File: src/rtl/nest_keyword_checker_pkg.sv
// Shared types and helpers for the nested keyword checker.
// Holds the keyword id enum, tokenizer state enum, token payload struct,
// error cause codes, opener/closer type encoding and ASCII letter helpers.
package nest_keyword_checker_pkg;

  localparam int unsigned BYTE_W = 8;
  localparam int unsigned ERR_W  = 2;

  typedef enum logic [2:0] {
    KW_NONE,
    KW_BEGIN,
    KW_END,
    KW_CASE,
    KW_ENDCASE
  } kw_id_e;

  // One state per keyword prefix, plus the between-words and non-keyword states
  typedef enum logic [4:0] {
    S_SEP,
    S_OTHER,
    S_B, S_BE, S_BEG, S_BEGI, S_BEGIN,
    S_E, S_EN, S_END,
    S_ENDC, S_ENDCA, S_ENDCAS, S_ENDCASE,
    S_C, S_CA, S_CAS, S_CASE
  } tok_state_e;

  // Keyword committed on the separator that ends a word
  typedef struct packed {
    logic   valid;
    kw_id_e id;
  } kw_tok_t;

  localparam logic [ERR_W-1:0] ERR_NONE      = 2'd0;
  localparam logic [ERR_W-1:0] ERR_UNDERFLOW = 2'd1;
  localparam logic [ERR_W-1:0] ERR_OVERFLOW  = 2'd2;
  localparam logic [ERR_W-1:0] ERR_MISMATCH  = 2'd3;

  // Type bit stored on the stack for each open block
  localparam logic TYPE_BEGIN = 1'b0;
  localparam logic TYPE_CASE  = 1'b1;

  function automatic logic is_letter(input logic [BYTE_W-1:0] b);
    return ((b >= 8'h41) && (b <= 8'h5A)) || ((b >= 8'h61) && (b <= 8'h7A));
  endfunction

  function automatic logic [BYTE_W-1:0] to_lower(input logic [BYTE_W-1:0] b);
    if ((b >= 8'h41) && (b <= 8'h5A)) begin
      return b | 8'h20;
    end
    return b;
  endfunction

  function automatic logic is_opener(input kw_id_e id);
    return (id == KW_BEGIN) || (id == KW_CASE);
  endfunction

  function automatic logic is_closer(input kw_id_e id);
    return (id == KW_END) || (id == KW_ENDCASE);
  endfunction

  // Stack type bit implied by a keyword (begin/end vs case/endcase)
  function automatic logic kw_type(input kw_id_e id);
    return ((id == KW_CASE) || (id == KW_ENDCASE)) ? TYPE_CASE : TYPE_BEGIN;
  endfunction

endpackage

File: src/rtl/nest_keyword_checker_kw_tokenizer.sv
// Case-insensitive keyword tokenizer for an ASCII byte stream.
// Ports:
//   clk, reset      : clock, synchronous active-low reset
//   i_valid, i_byte : byte consumed at the rising edge when i_valid=1
//   o_tok_c         : keyword committed by the separator currently on i_byte
//   o_pending_c     : keyword the partial word would be if it ended now
module nest_keyword_checker_kw_tokenizer
  import nest_keyword_checker_pkg::*;
#(
  parameter int unsigned PAIR2_EN = 1
) (
  input  logic              clk,
  input  logic              reset,
  input  logic              i_valid,
  input  logic [BYTE_W-1:0] i_byte,
  output kw_tok_t           o_tok_c,
  output kw_id_e            o_pending_c
);

  localparam logic P2 = (PAIR2_EN != 32'd0);

  tok_state_e        r_state;
  tok_state_e        w_state_nxt;
  logic [BYTE_W-1:0] w_lc;

  // Exact-keyword states; every other state maps to no keyword
  function automatic kw_id_e state_id(input tok_state_e s);
    case (s)
      S_BEGIN:   return KW_BEGIN;
      S_END:     return KW_END;
      S_CASE:    return KW_CASE;
      S_ENDCASE: return KW_ENDCASE;
      default:   return KW_NONE;
    endcase
  endfunction

  // State register
  always_ff @(posedge clk) begin
    if (!reset) begin
      r_state <= S_SEP;
    end else begin
      r_state <= w_state_nxt;
    end
  end

  // Next state and commit; any letter that breaks a prefix falls to OTHER
  always_comb begin
    w_state_nxt   = r_state;
    o_tok_c.valid = 1'b0;
    o_tok_c.id    = KW_NONE;
    w_lc          = to_lower(i_byte);
    if (i_valid) begin
      if (is_letter(i_byte)) begin
        w_state_nxt = S_OTHER;
        case (r_state)
          S_SEP: begin
            if (w_lc == 8'h62)            w_state_nxt = S_B;
            else if (w_lc == 8'h65)       w_state_nxt = S_E;
            else if (w_lc == 8'h63 && P2) w_state_nxt = S_C;
          end
          S_B:      if (w_lc == 8'h65)       w_state_nxt = S_BE;
          S_BE:     if (w_lc == 8'h67)       w_state_nxt = S_BEG;
          S_BEG:    if (w_lc == 8'h69)       w_state_nxt = S_BEGI;
          S_BEGI:   if (w_lc == 8'h6E)       w_state_nxt = S_BEGIN;
          S_E:      if (w_lc == 8'h6E)       w_state_nxt = S_EN;
          S_EN:     if (w_lc == 8'h64)       w_state_nxt = S_END;
          S_END:    if (w_lc == 8'h63 && P2) w_state_nxt = S_ENDC;
          S_ENDC:   if (w_lc == 8'h61)       w_state_nxt = S_ENDCA;
          S_ENDCA:  if (w_lc == 8'h73)       w_state_nxt = S_ENDCAS;
          S_ENDCAS: if (w_lc == 8'h65)       w_state_nxt = S_ENDCASE;
          S_C:      if (w_lc == 8'h61)       w_state_nxt = S_CA;
          S_CA:     if (w_lc == 8'h73)       w_state_nxt = S_CAS;
          S_CAS:    if (w_lc == 8'h65)       w_state_nxt = S_CASE;
          default:  w_state_nxt = S_OTHER;
        endcase
      end else begin
        w_state_nxt   = S_SEP;
        o_tok_c.id    = state_id(r_state);
        o_tok_c.valid = (state_id(r_state) != KW_NONE);
      end
    end
  end

  assign o_pending_c = state_id(r_state);

endmodule

File: config.mk
export PLATFORM = sky130hd
export DESIGN_NAME = nest_keyword_checker_kw_tokenizer
export DESIGN_NICKNAME = d
export VERILOG_FILES = /design/src/rtl/nest_keyword_checker_pkg.sv /design/src/rtl/nest_keyword_checker_kw_tokenizer.sv
export SDC_FILE = /design/constraint.sdc
export NUM_CORES = 1
export LEC_CHECK = 0
export ABC_AREA = 1
export CAP_MARGIN = 20
export CORE_UTILIZATION = 45
export CTS_BUF_LIST = sky130_fd_sc_hd__clkbuf_4 sky130_fd_sc_hd__clkbuf_8
export DETAILED_ROUTE_END_ITERATION = 12
export MAX_ROUTING_LAYER = met4
export PLACE_DENSITY = 0.71
export SYNTH_ARGS = -nofsm -noshare
export SYNTH_HDL_FRONTEND = slang
export SYNTH_SLANG_ARGS = --single-unit
File: constraint.sdc
create_clock -name clk -period 2.4 [get_ports clk]
set_input_delay 0.48 -clock clk [delete_from_list [all_inputs] [get_ports clk]]
set_output_delay 0.48 -clock clk [all_outputs]
set_load 0.05 [all_outputs]
==> results.yml <==
global_routing:
  grt_overflow_total: 0
  grt_pass1_vias: 1155
  grt_use_met3_pct: 3.85
  use_met1_pct: 41.3
  grtUsageMet2_pct: 53.3
  grt_pass1_wl_um: 4910
  antenna_found_initial: 0
  grt_max_degree: 14
  grt_busiest_layer: "met2"
  grt_usage_pct: 32.3
logic_synthesis:
  synth_cell_type_count: 24
  synth_mux_area_share_pct: 0
  synthArstFlopShare_pct: 0
  synth_ff_type: "dfxtp_1"
  synthCells: 181
  synth_xor_area_share_pct: 0
  synth_top_family_by_area: "simple AND/OR/NAND/NOR gates"
  synth_compound_area_share_pct: 11.2
  syn_nets: 192
  synth-seq-cells: 5
  synthesis.area_um2: 916
  synth_edf_count: 0
  syn-mean-instance-area_um2: 5.06
  yosysWarningCount: 0
  synth_fa_ha_area_share_pct: 0
  ys_seq_area_share_pct: 10.9
  yosys.area_share.simple_pct: 63.1
setup_path:
  r2r_cells: 8
  start_kind: "flop"
  crit_path_cell_trace: "inv_1 -> nand2_1 -> nor2_1 -> inv_1 -> nor2_2 -> nor2_2 -> a31oi_4 -> buf_12"
  crit_type: "flop to output pin"
  slowest_stage: "dfxtp_1"
  r2r_start: "r_state[2]"
  crit_arrival_ns: 1.85
  worstSetupStartpoint: "r_state[4]"
  endpoint_kind: "output pin"
  required_ns: 1.92
  cpPeakStageDelay_ns: 0.49
  path_max_fanout: 8
floorplan:
  fp.dieW_um: 47.1
  rows: 15
  core_area_um2: 1820
  initial_core_util_pct: 50.3
  die_y_um: 47.1
  ioPinCount: 18
  dieArea_um2: 2220
final_layout:
  fin_util_pct: 75.9
  drive_above_1_share_pct: 30.1
  fin_nets: 231
  area_delta_synth_final_pct: 50.8
  largest_reg_flops: 5
  n_antenna_cell: 0
  regMostFlops: "r_state"
  largestRegisters: "r_state x5"
  fill_cells: 164
sta:
  post-route-period-util_pct: 97.0
  setup_slack_ns: 0.0732
  timing.slew.headroom_pct: 65.6
  finalSetupViolCount: 0
  holdWs_ns: 0.579
  max_freq_ghz: 0.430
  drv_slew: 0
  post-route-min-period_ns: 2.33
  tightest_slew_ns: 0.513
  hold_viol_final: 0
  setup_tns_ns: 0
  final.setup_skew_ns: 0.00337
route:
  postRouteAntennaNets: 0
  vias_per_cell: 5.40
  drtIter0Drc: 45
  num_vias: 1318
  drc: 0
  wirelength_um: 3110
  first_pass_iters: 4
  wire_per_inst_um: 12.8
clocking:
  clockBufferDepth: 2
  cts_buffers: 3
  cts_setup_buffers: 0
  clk_pin_slew_ns: 0.05
  cts_tree: "built"
  cts_root_buffer: "clkbuf_4"
  cts.sink_count: 5
  clk_latency_ns: 0.24
  htreeDepth: 1
  hold_buffers: 0
placed_design:
  gp_routability_congestion: 0.979
  portBuffers: 17
  hpwl_um: 2440
  pre_cts_slack_ns: -0.265
pwr:
  powerDensity_nw_per_um2: 225
  finalPower_mw: 0.311
  swShare_pct: 33.3
  pwr-share-clk_pct: 35.5
  power_frac_seq_pct: 27.4
  leakagePower_nw: 0.658
  p_int_mw: 0.207
  combPwrFrac_pct: 37.1
  ir_drop_mv: 0.260
  p_sw_mw: 0.104
job:
  cap_violations: 0
min_path:
  min-delay-start: "r_state[1]"
  hold_depth: 2
  hold_path.class: "flop to flop"
status:
  status: "finished clean"
==> synth_stat cells, types with 3 or more instances <==
| cell | count | area share [%] |
|---|---|---|
| nand2_1 | 47 | 19 |
| nor2_1 | 35 | 14 |
| inv_1 | 24 | 9.8 |
| nand3_1 | 16 | 8.7 |
| nand4_1 | 10 | 6.8 |
| a21oi_1 | 8 | 4.4 |
| nor3_1 | 7 | 3.8 |
| dfxtp_1 | 5 | 11 |
| buf_2 | 3 | 1.6 |
| inv_2 | 3 | 1.2 |
| nor2_2 | 3 | 2.0 |
| o21ai_0 | 3 | 1.6 |
==> power by group through the flow <==
stage	logic, mW	clock network, mW	registers, mW
6_report	0.115	0.110	0.0853
3_5_place_dp	0.109	0	0.0868
3_3_place_gp	0.105	0	0.0868
4_1_cts	0.112	0.115	0.0852
2_1_floorplan	0.0558	0	0.0863
5_1_grt	0.127	0.116	0.0853
==> worst max-delay path, delay by kind of cell, from the launching register on <==
family / cells / cell delay (ns)
compound gates: 1 / 0.14
simple gates: 4 / 0.54
flops: 1 / 0.49
buf+inv: 3 / 0.43
==> cell type report <==
type                       instances  area, µm²  area share [%]
clock buffer                       4       30.0            2.17
timing repair buffer              38        365            26.4
inverter                          28        105            7.61
multi-input combinational        144        749            54.3
sequential                         5        100            7.25
tap                               25       31.3            2.26
==> layout by cell type, fill, tap and decap left out, types with 2 or more instances in the layout <==
cell and n:
nand2_1 43, nor2_1 28, inv_1 22, buf_4 22, nand3_1 15, nand4_1 10
nor2_2 9, a21oi_1 8, nor3_1 7, buf_12 6, inv_2 5, dfxtp_1 5
nand2_2 4, clkbuf_4 4, dlygate4sd2_1 4, nand2_4 3, o21ai_1 3, clkbuf_2 3
nand3_2 2, o21ai_0 2, a21oi_2 2, clkdlybuf4s50_1 2
==> layer usage <==
layer	share of wire (%)	vias to the layer above	wire length (µm)
met3	6.2	4	192
met1	42	604	1320
met5	0	-	0
met4	1.3	0	42
li1	-	664	-
met2	50	46	1560
==> repair_timing <==
action	4_1_cts	5_1_grt
resized for setup	20	15
setup endpoints to repair	4	4
pin swaps	1	0
==> worst paths after layout <==
kind,slack [ns],to
setup / recovery,0.07,o_tok_c[3]
hold / removal,0.58,r_state[1]
setup reg to reg,0.63,r_state[3]
hold reg to reg,0.58,r_state[1]
==> per-stage QoR <==
stage               instance area, µm²  std cells
detailed placement                1310        240
finish                            1380        244
global route                      1380        244
floorplan                          922        181
global placement                  1310        240
CTS                               1370        244
==> cells by family after synthesis <==
family / Yosys count
and+or+nand+nor: 126
buffers and inverters: 32
AOI/OAI and AO/OA: 18
DFF: 5
Power figures use the tool's default switching activity.
